[src/rtl/bcd_display_sched_pkg.sv]
// bcd_disp_pkg: FSM encoding, active-low seven-segment patterns and decimal range helper.
package bcd_disp_pkg;
  typedef enum logic [1:0] {IDLE, CONVERT, LATCH} state_t;
  localparam logic [6:0] SEG_0 = 7'b1000000;
  localparam logic [6:0] SEG_1 = 7'b1111001;
  localparam logic [6:0] SEG_2 = 7'b0100100;
  localparam logic [6:0] SEG_3 = 7'b0110000;
  localparam logic [6:0] SEG_4 = 7'b0011001;
  localparam logic [6:0] SEG_5 = 7'b0010010;
  localparam logic [6:0] SEG_6 = 7'b0000010;
  localparam logic [6:0] SEG_7 = 7'b1111000;
  localparam logic [6:0] SEG_8 = 7'b0000000;
  localparam logic [6:0] SEG_9 = 7'b0010000;
  localparam logic [6:0] SEG_BLANK = 7'b1111111;
  function automatic logic [63:0] max_dec(input int digits);
    logic [63:0] p;
    p = 64'd1;
    for (int i = 0; i < digits; i++) p = p * 64'd10;
    return p - 64'd1;
  endfunction
endpackage

[src/rtl/bcd_display_sched_if.sv]
// bcd_display_sched_if: value-source side of the display controller.
//   bin_in/load  source -> controller: value and single-cycle start request
//   busy/done/overflow  controller -> source: conversion status
interface bcd_display_sched_if #(parameter int BIN_W = 14);
  logic [BIN_W-1:0] bin_in;
  logic load;
  logic busy;
  logic done;
  logic overflow;
  modport master (output bin_in, load, input busy, done, overflow);
  modport slave (input bin_in, load, output busy, done, overflow);
endinterface

[src/rtl/bcd_display_sched_seg7.sv]
// bcd_to_seg7: BCD digit to active-low seven-segment pattern (seg[0]=a .. seg[6]=g).
//   digit  in  4  BCD value; 10..15 show blank
//   blank  in  1  force all segments off
//   seg    out 7  active-low segment pattern
module bcd_to_seg7
  import bcd_disp_pkg::*;
(
  input  logic [3:0] digit,
  input  logic       blank,
  output logic [6:0] seg
);
  always_comb begin
    seg = SEG_BLANK;
    if (!blank)
      case (digit)
        4'd0: seg = SEG_0;
        4'd1: seg = SEG_1;
        4'd2: seg = SEG_2;
        4'd3: seg = SEG_3;
        4'd4: seg = SEG_4;
        4'd5: seg = SEG_5;
        4'd6: seg = SEG_6;
        4'd7: seg = SEG_7;
        4'd8: seg = SEG_8;
        4'd9: seg = SEG_9;
        default: seg = SEG_BLANK;
      endcase
  end
endmodule

[src/rtl/bcd_display_sched.sv]
// bcd_display_sched: double-dabble conversion of a loaded value, scanned onto a
// common-anode seven-segment display.
//   clk, rst_n  clock and asynchronous active-low reset
//   bus         slave side: bin_in/load in, busy/done/overflow out
//   an          active-low anode enables, one digit at a time
//   seg         active-low segments of the selected digit
module bcd_display_sched
  import bcd_disp_pkg::*;
#(
  parameter int BIN_W = 14,
  parameter int DIGITS = 4,
  parameter int TICK_DIV = 50000,
  parameter int BLANK_LEADING = 1
) (
  input  logic              clk,
  input  logic              rst_n,
  bcd_display_sched_if.slave bus,
  output logic [DIGITS-1:0] an,
  output logic [6:0]        seg
);
  localparam int DW = DIGITS * 4;
  localparam int SW = DW + BIN_W;
  localparam int IW = DIGITS > 1 ? $clog2(DIGITS) : 1;
  localparam int TW = $clog2(TICK_DIV);
  localparam int CW = $clog2(BIN_W + 1);
  localparam logic [63:0] MAX = max_dec(DIGITS);
  state_t state, state_n;
  logic [SW-1:0] sc, adj;
  logic [CW-1:0] iter;
  logic [DW-1:0] disp, disp_n;
  logic [TW-1:0] tcnt;
  logic [IW-1:0] idx, idx_n;
  logic [3:0] dig;
  logic [6:0] seg_n;
  logic busy, done, ovf, tick, blank, cap, step, lat;
  assign bus.busy = busy;
  assign bus.done = done;
  assign bus.overflow = ovf;
  always_ff @(posedge clk or negedge rst_n)
    if (!rst_n) state <= IDLE;
    else state <= state_n;
  always_comb
    state_n = state == IDLE ? (bus.load ? CONVERT : IDLE) :
              state == CONVERT ? (iter == CW'(BIN_W - 1) ? LATCH : CONVERT) : IDLE;
  always_comb begin
    cap = state == IDLE && bus.load;
    step = state == CONVERT;
    lat = state == LATCH;
  end
  // Double-dabble correction: nibbles >= 5 get +3 before the shift.
  always_comb begin
    adj = sc;
    for (int i = 0; i < DIGITS; i++)
      adj[BIN_W+4*i +: 4] = sc[BIN_W+4*i +: 4] + (sc[BIN_W+4*i +: 4] >= 4'd5 ? 4'd3 : 4'd0);
  end
  assign disp_n = lat ? (ovf ? {DIGITS{4'd9}} : sc[SW-1:BIN_W]) : disp;
  always_ff @(posedge clk or negedge rst_n)
    if (!rst_n) begin
      busy <= 1'b0;
      done <= 1'b0;
      ovf <= 1'b0;
      sc <= '0;
      iter <= '0;
      disp <= '0;
    end else begin
      busy <= state_n != IDLE;
      done <= lat;
      disp <= disp_n;
      if (cap) begin
        sc <= SW'(bus.bin_in);
        iter <= '0;
        ovf <= 64'(bus.bin_in) > MAX;
      end
      if (step) begin
        sc <= adj << 1;
        iter <= iter + 1'b1;
      end
    end
  assign tick = tcnt == TW'(TICK_DIV - 1);
  assign idx_n = tick ? (idx == IW'(DIGITS - 1) ? '0 : idx + 1'b1) : idx;
  // an/seg are registered from next-cycle index and display so they stay aligned with idx.
  always_comb begin
    dig = '0;
    blank = 1'b0;
    for (int i = 0; i < DIGITS; i++)
      if (idx_n == IW'(i)) begin
        dig = disp_n[4*i +: 4];
        blank = BLANK_LEADING != 0 && i != 0 && (disp_n >> (4 * i)) == '0;
      end
  end
  bcd_to_seg7 u_seg7 (.digit(dig), .blank(blank), .seg(seg_n));
  always_ff @(posedge clk or negedge rst_n)
    if (!rst_n) begin
      tcnt <= '0;
      idx <= '0;
      an <= ~DIGITS'(1);
      seg <= SEG_0;
    end else begin
      tcnt <= tick ? '0 : tcnt + 1'b1;
      idx <= idx_n;
      an <= ~(DIGITS'(1) << idx_n);
      seg <= seg_n;
    end
endmodule

[src/flat_wrapper.sv]
// flat-port wrapper written by rule: the top's interface ports become plain ports
module bcd_display_sched_flat import bcd_disp_pkg::*;
#(
  parameter int BIN_W = 14,
  parameter int DIGITS = 4,
  parameter int TICK_DIV = 50000,
  parameter int BLANK_LEADING = 1
)
  (clk, rst_n, an, seg, bus_bin_in, bus_load, bus_busy, bus_done, bus_overflow);
  bcd_display_sched_if #(.BIN_W(BIN_W)) bus_i ();
  input  logic clk;
  input  logic rst_n;
  output logic [DIGITS-1:0] an;
  output logic [6:0] seg;
  input wire logic [$bits(bus_i.bin_in)-1:0] bus_bin_in;
  input wire logic [$bits(bus_i.load)-1:0] bus_load;
  output wire logic [$bits(bus_i.busy)-1:0] bus_busy;
  output wire logic [$bits(bus_i.done)-1:0] bus_done;
  output wire logic [$bits(bus_i.overflow)-1:0] bus_overflow;
  assign bus_i.bin_in = bus_bin_in;
  assign bus_i.load = bus_load;
  assign bus_busy = bus_i.busy;
  assign bus_done = bus_i.done;
  assign bus_overflow = bus_i.overflow;
  bcd_display_sched #(.BIN_W(BIN_W), .DIGITS(DIGITS), .TICK_DIV(TICK_DIV), .BLANK_LEADING(BLANK_LEADING)) u_core (.clk(clk), .rst_n(rst_n), .bus(bus_i), .an(an), .seg(seg));
endmodule
[config.mk]
export PLATFORM = sky130hd
export DESIGN_NAME = bcd_display_sched_flat
export DESIGN_NICKNAME = d
export VERILOG_FILES = /design/src/rtl/bcd_display_sched_pkg.sv /design/src/rtl/bcd_display_sched_if.sv /design/src/rtl/bcd_display_sched_seg7.sv /design/src/rtl/bcd_display_sched.sv /design/src/flat_wrapper.sv
export SDC_FILE = /design/constraint.sdc
export NUM_CORES = 1
export LEC_CHECK = 0
export ABC_AREA = 1
export ABC_CLOCK_PERIOD_IN_PS = 2200
export BUFFER_PORTS_ARGS = -buffer_cell sky130_fd_sc_hd__buf_2
export CAP_MARGIN = 10
export CORE_UTILIZATION = 40
export CTS_BUF_LIST = sky130_fd_sc_hd__clkbuf_16
export CTS_CLUSTER_DIAMETER = 40
export DETAILED_ROUTE_END_ITERATION = 10
export PLACE_DENSITY = 0.6
export SETUP_SLACK_MARGIN = 0.05
export SYNTH_ARGS = -nofsm -noshare
export SYNTH_HDL_FRONTEND = slang
export SYNTH_SLANG_ARGS = --single-unit
[constraint.sdc]
create_clock -name clk -period 2.2 [get_ports clk]
set_input_delay 0.55 -clock clk [delete_from_list [all_inputs] [get_ports clk]]
set_output_delay 0.55 -clock clk [all_outputs]
set_load 0.02 [all_outputs]
==> run metrics, run 1 <==
minimum hold slack 0.145 ns; Total GRT Usage 17.9%; Slowest Stage Delay on Critical Path 0.40 ns; final period demand of the worst path 2.14 ns; Setup violations, final 0; CTS H-tree lvls 3; half-perimeter wire length after placement 6.39 mm; slew at the pin closest to its max-slew limit 0.582 ns; number of rows created at floorplan 37; kind of launch point of the worst setup path register; Syn Inst Count 508; number of clock buffers inserted by TritonCTS 9; Synth top area share 46.2%; outcome finished, final reports clean; Max Fanout on Critical Path 7; largest area contributor in the synthesized netlist sky130_fd_sc_hd__dfrtp_1; classification of the worst-slack hold path in -> async; synthesis-stage register bit count 84; biggest area contributors in the synthesized netlist sky130_fd_sc_hd__dfrtp_1, sky130_fd_sc_hd__nand2_1, sky130_fd_sc_hd__inv_1, sky130_fd_sc_hd__nand3_1, sky130_fd_sc_hd__ha_1; core outline area 10,400 um^2; mean instance size in the synthesized netlist 8.53 um^2; Core Util, Final 52.3%; final antenna diode count 0; Detailed Route Iter0 Violations 117; Clock Pin Slew Worst Setup and Hold Paths 0.06 ns; total count of max-transition violations in the final report 0; routed vias 3,486; pwr dens 1170 nW/um^2; final cycle utilization of the critical path 97.1%; average wire per standard cell 13.0 um; CP endpoint kind register; Clock Sinks 84; Net Count, Synth 545; area overhead of the layout relative to synthesis 25.6%; Static Leakage 2.74 nW; Final ANT Viol Nets 0; total congestion overflow after global routing 0; netlist area before placement 4330 um^2; Initial Utilization 41.6%; Via density 4.85; Max Clock Skew 0.00933 ns; upper clock frequency limit 468 MHz; clock root cell sky130_fd_sc_hd__clkbuf_16; Fin. Hold Viols 0; largest net degree at the start of global routing 33; number of warnings reported in the yosys synthesis log 0; Slowest cell on crit path sky130_fd_sc_hd__dfrtp_1; Die X 106 um; fraction of synthesis flops using an asynchronous set or reset pin 100%; number of max-cap violations 0; antenna violations before repair 0; placer's final routability congestion estimate 0.835; count of pins on the block boundary 31; via count of the first global-routing pass 3,437; wire length of the first global-routing pass 15.8 mm; CP required 2.42 ns; number of detailed-routing iterations run before antenna repair 4; TritonCTS clock tree built; routed wire length 9.32 mm; cell chain of the critical path ha_4 > nand3_4 > nor2_4 > nand2_4 > nand2_4 > nand2_8 > nor2_4 > nand2_2 > nand3_2 > nand2_4 > ha_2 > inv_1 > nand3_2 > nand3_2 > nand3_1; # DRC 0; number of buffers on the longest clock path 2; arrival time of the worst setup path 2.35 ns; most frequently used flop master after synthesis sky130_fd_sc_hd__dfrtp_1; setup repair after global routing missed its margin true; total power 6.34 mW; total of hold buffers inserted after clock tree synthesis 0; count of cell types in the netlist 36; peak supply drop 0.000534 V; ratio of cells with drive above 1 in the final layout 24.7%; insertion delay to the later sink of the worst-skew pair 0.34 ns; total number of nets in the final design 615; number of flops mapped to enable cells by yosys 0; die height 106 um; worst max-slew margin expressed relative to the limit 61.2%; worst setup path class reg -> reg; sequential fraction of the synthesis area 48.6%; PortBufs 30; die area 11,200 um^2
==> per-layer routing <==
metal	vias to the layer above	track usage, %	share of wire [%]
met5	-	0	0
met4	0	6.85	1.4
met3	10	3.68	3.3
met2	59	28.7	46
met1	1645	23.8	49
li1	1772	-	-
==> path summary, 6_finish.rpt <==
path,startpoint,to,slack (ns),cells past startpoint
max,u_core.tcnt[0],u_core.seg[3],0.06,15
min,rst_n,u_core.tcnt[9],0.14,1
max reg2reg,u_core.tcnt[0],u_core.seg[3],0.06,15
min reg2reg,u_core.tcnt[15],u_core.tcnt[15],0.47,1
max in group asynchronous,rst_n,u_core.iter[2],1.49,2
min in group clk,bus_bin_in[0],u_core.sc[0],0.40,3
==> cell families (layout without fill, tap and decap cells) <==
| logic type | after synthesis | count (layout) | synth area share, % |
|---|---|---|---|
| buffers and inverters | 95 | 170 | 8.46 |
| muxes | 1 | 1 | 0.231 |
| adders and majority gates | 20 | 20 | 6.47 |
| AOI/OAI and AO/OA | 72 | 72 | 9.85 |
| DFF | 84 | 84 | 48.6 |
| and+or+nand+nor | 227 | 227 | 24.5 |
| xor gates and xnor gates | 9 | 9 | 1.82 |
==> cell type report <==
| class | count | area (um^2) |
|---|---|---|
| Fill cell | 973 | 4970 |
| Sequential cell | 84 | 2110 |
| Multi-Input combinational cell | 329 | 2020 |
| Timing Repair Buffer | 68 | 475 |
| Inverter | 86 | 324 |
| Clock buffer | 9 | 225 |
| Tap cell | 136 | 170 |
| Clock inverter | 7 | 116 |
==> synthesized netlist by cell type (9+ instances only) <==
master / n
sky130_fd_sc_hd__ha_1: 16
sky130_fd_sc_hd__o22ai_1: 10
sky130_fd_sc_hd__inv_1: 84
sky130_fd_sc_hd__dfrtp_1: 80
sky130_fd_sc_hd__nand3_1: 42
sky130_fd_sc_hd__nor3_1: 11
sky130_fd_sc_hd__nand2_2: 14
sky130_fd_sc_hd__a21oi_1: 10
sky130_fd_sc_hd__o21ai_0: 29
sky130_fd_sc_hd__nand2_1: 95
sky130_fd_sc_hd__nor2_1: 41
sky130_fd_sc_hd__xor2_1: 9
==> power by group <==
group / switching (mW) / internal [mW] / total (mW) / leakage, nW
clock network: 0.630 / 1.11 / 1.74 / 0.171
logic: 1.41 / 0.904 / 2.31 / 1.53
registers: 0.272 / 2.03 / 2.30 / 1.03
==> placed cells by master, fill, tap and decap left out, drive strengths merged, types with 3 or more instances in the layout <==
master and count:
dfstp 4, clkinv 4, inv 86, a31oi 3, buf 68, bufinv 3
xor2 9, o22ai 10, nand4 5, a21oi 11, nand3 44, o211ai 3
clkbuf 9, a22oi 7, nor2 53, nand2 113, ha 16, fa 4
dfrtp 80, o21ai 33, nor3 11
==> through the flow <==
step / instances / cell area (um^2) / worst slack [ns] / setup TNS, ns
2_1_floorplan: 508 / 4330 / 0.106 / 0
3_3_place_gp: 686 / 4790 / 0.0491 / 0
3_5_place_dp: 686 / 4790 / -0.0513 / -0.105
4_1_cts: 707 / 5220 / 0.0516 / 0
5_1_grt: 719 / 5440 / -0.0653 / -0.265
6_report: 719 / 5440 / 0.0636 / 0
==> sequential cells by signal, summed over array words and instances, names as in the netlist <==
register             flops
u_core.seg               7
u_core.sc               30
u_core.iter              4
u_core.an                4
u_core.state             2
u_core.idx               2
u_core.bus.overflow      1
u_core.disp             16
u_core.bus.done          1
u_core.bus.busy          1
u_core.tcnt             16
==> repair_timing <==
item | in CTS | in global routing
endpoints found under the setup margin | 5 | 9
pin swaps | 8 | 12
buffers inserted | 5 | 12
resized for setup | 9 | 27
==> worst max-delay path: cells and delay by family (launching register included) <==
kind	cells	cell delay [ns]
AND/OR/NAND/NOR	12	1.19
flip-flops	1	0.40
adder cells (fa/ha/maj)	2	0.35
buffers and inverters	1	0.07
(Power assumes the default switching activity.)
==> run 2: changes to the inputs <==
Settings changed: SYNTH_HIERARCHICAL from default to 1.
==> run 2 against run 1 <==
Synthesized cell count up 0.59%. Clock skew is 0.0022 ns lower. Routed wire length down 0.84%. Fmax is 4.0% higher. Worst setup slack improved by 0.083 ns. Non-clock buffer count shrank 13. Synthesized area is 0.64% higher. Critical endpoint is now u_core/seg[5]. Largest cell class unchanged.
==> run metrics, run 2 <==
core outline area 10,500 um^2; die area 11,300 um^2; aggregate negative setup slack 0 ns; Clock Sinks 84; Total GRT Usage 18.0%; Syn Inst Count 511; worst max-slew margin expressed relative to the limit 72.4%; fraction of power spent switching nets 37.4%; combinational fraction of design power 37.5%; insertion delay to the later sink of the worst-skew pair 0.33 ns; worst setup slack before clock tree synthesis 0.0555 ns; placer's final routability congestion estimate 0.944; kind of launch point of the worst setup path register; fraction of synthesis flops using an asynchronous set or reset pin 100%; number of warnings reported in the yosys synthesis log 6; total power 6.15 mW; count of pins on the block boundary 31; sequential share of power 38.4%; mean instance size in the synthesized netlist 8.53 um^2; Die X 106 um; worst setup path class reg -> reg; average wire per standard cell 13.1 um; total number of nets in the final design 604; die height 106 um; minimum hold slack 0.109 ns; Slowest Stage Delay on Critical Path 0.38 ns; busiest layer in global routing met2; registers with the most flip-flops u_core/sc: 30 flops, u_core/disp: 16 flops, u_core/tcnt: 16 flops; setup repair after global routing missed its margin true; flip-flop count of the largest register after layout 30; Buffers & Inverters on Critical Path 3; arrival time of the worst setup path 2.27 ns; CTS H-tree lvls 3; routed vias 3,466; number of buffers on the longest clock path 2; leading cell type in the layout, fill and taps excluded sky130_fd_sc_hd__nand2_1; via count of the first global-routing pass 3,604; outcome finished, final reports clean; area overhead of the layout relative to synthesis 18.7%; Clock Pin Slew Worst Setup and Hold Paths 0.06 ns; Max Fanout on Critical Path 7; library cell appearing most often on the critical path sky130_fd_sc_hd__nand2_1; net load switching power 2.30 mW; number of fill cells 1,017; pwr dens 1190 nW/um^2; CP required 2.41 ns; antenna violations before repair 0; met2 global-route usage 29.2%; final period demand of the worst path 2.05 ns; upper clock frequency limit 487 MHz; Setup violations, final 0; Final Worst Setup Slack 0.146 ns; Net Count, Synth 548; global routing usage on met3 3.43%; largest area contributor in the synthesized netlist sky130_fd_sc_hd__dfrtp_1; # DRC 0; number of flops mapped to enable cells by yosys 0; part of the power in the clock network 24.1%; clock root cell sky130_fd_sc_hd__clkbuf_16; number of clock buffers inserted by TritonCTS 9; peak supply drop 0.000565 V; count of cell types in the netlist 35; sequential fraction of the synthesis area 48.3%; largest register by flop count u_core/sc; TritonCTS clock tree built; final antenna diode count 0; ratio of cells with drive above 1 in the final layout 21.5%; met1 demand-to-capacity share in global routing 23.0%; total count of max-transition violations in the final report 0; PortBufs 30; Core Util, Final 49.5%; Fin. Hold Viols 0; Max Clock Skew 0.00717 ns; cell types with the highest counts after synthesis sky130_fd_sc_hd__nand2_1, sky130_fd_sc_hd__dfrtp_1, sky130_fd_sc_hd__inv_1, sky130_fd_sc_hd__nor2_1, sky130_fd_sc_hd__nand3_1; Initial Utilization 41.7%; slew at the pin closest to its max-slew limit 0.411 ns; Static Leakage 2.56 nW; half-perimeter wire length after placement 6.54 mm; Internal Power 3.85 mW; delay-heaviest family, CP simple AND/OR/NAND/NOR gates; final cycle utilization of the critical path 93.3%; Slowest cell on crit path sky130_fd_sc_hd__dfrtp_1; Detailed Route Iter0 Violations 155; total of hold buffers inserted after clock tree synthesis 0; netlist area before placement 4360 um^2; largest net degree at the start of global routing 62; top library cells by usage in the layout, fill and taps aside sky130_fd_sc_hd__nand2_1, sky130_fd_sc_hd__dfrtp_1, sky130_fd_sc_hd__inv_1, sky130_fd_sc_hd__nor2_1, sky130_fd_sc_hd__nand3_1; cell chain of the critical path inv_2 > nor2_1 > nand2_1 > nor2_4 > nand2_4 > nand2_4 > nand2_2 > nand3_1 > nand4_1 > buf_4 > ha_1 > inv_1 > nand2_1 > nand3_1 > nand2_1; routed wire length 9.25 mm; Via density 4.90; Final ANT Viol Nets 0; synthesis-stage register bit count 84; most repeated cell in the gate-level netlist after synthesis sky130_fd_sc_hd__nand2_1; wire length of the first global-routing pass 16.1 mm; number of detailed-routing iterations run before antenna repair 5; CP endpoint kind register; number of rows created at floorplan 37; Synth top area share 45.9%; classification of the worst-slack hold path in -> async; biggest area contributors in the synthesized netlist sky130_fd_sc_hd__dfrtp_1, sky130_fd_sc_hd__nand2_1, sky130_fd_sc_hd__inv_1, sky130_fd_sc_hd__nor2_1, sky130_fd_sc_hd__ha_1; total congestion overflow after global routing 0; number of max-cap violations 0; most frequently used flop master after synthesis sky130_fd_sc_hd__dfrtp_1
run 2: cell types whose count changed in the layout (fill, tap and decap cells not counted), sizes merged, moves of 7 or more:
cell,previous run,this run
o22ai,10,22
o21ai,33,24
nand3,44,34
a22oi,7,0
buf,68,55
nor2,53,81
run 2: final cells by class:
| cell class | count | area [um^2] | area share (%) |
|---|---|---|---|
| repair buffers | 55 | 353 | 6.82 |
| clock inverters | 7 | 67.6 | 1.31 |
| clock buffers | 9 | 225 | 4.35 |
| well taps | 136 | 170 | 3.29 |
| flip-flops and latches | 84 | 2110 | 40.8 |
| inverters | 79 | 299 | 5.78 |
| multi-input cells | 338 | 1950 | 37.7 |
run 2: metrics by stage:
step                      cells  cell area [um^2]
after CTS                   699              5040
final                       708              5170
after global placement      683              4750
after floorplan             511              4360
after detailed placement    683              4750
after global routing        708              5170
run 2: what timing repair did:
item	CTS	global route
gates resized for setup	0	19
pin swaps	2	11
gates cloned	0	1
buffers inserted	0	8
endpoints found under the setup margin	1	7
endpoints found under the hold margin	0	0
run 2: cell families after synthesis:
kind of cell / synth area share (%)
AOI/OAI and AO/OA: 8.01
xor gates and xnor gates: 2.41
adders and majority gates: 6.43
buffers and inverters: 8.55
DFF: 48.3
muxes: 0.230
and+or+nand+nor: 26.0
run 2: path summary, 6_finish.rpt:
check,cells after the start,start,slack (ns),to
worst max-delay path,15,u_core/tcnt[6],0.15,u_core/seg[5]
worst min-delay path,1,rst_n,0.11,u_core/tcnt[8]
worst max register to register,15,u_core/tcnt[6],0.15,u_core/seg[5]
worst min register to register,1,u_core/iter[3],0.49,u_core/iter[3]
max in group asynchronous,2,rst_n,1.45,u_core/disp[3]
min in group clk,3,bus_bin_in[6],0.46,u_core/sc[6]
run 2: power by group through the flow:
stage               registers (mW)  clock network, mW  logic, mW
finish                        2.36               1.48       2.30
global route                  2.42               1.59       2.70
CTS                           2.36               1.53       2.30
detailed placement            2.38                  0       2.28
global placement              2.36                  0       2.19
floorplan                     2.34                  0       1.69
run 2: routing by layer:
metal / up-vias / share of wire [%]
met5: - / 0
met4: 0 / 2.7
met3: 20 / 3.5
met2: 77 / 47
met1: 1612 / 46
li1: 1757 / -
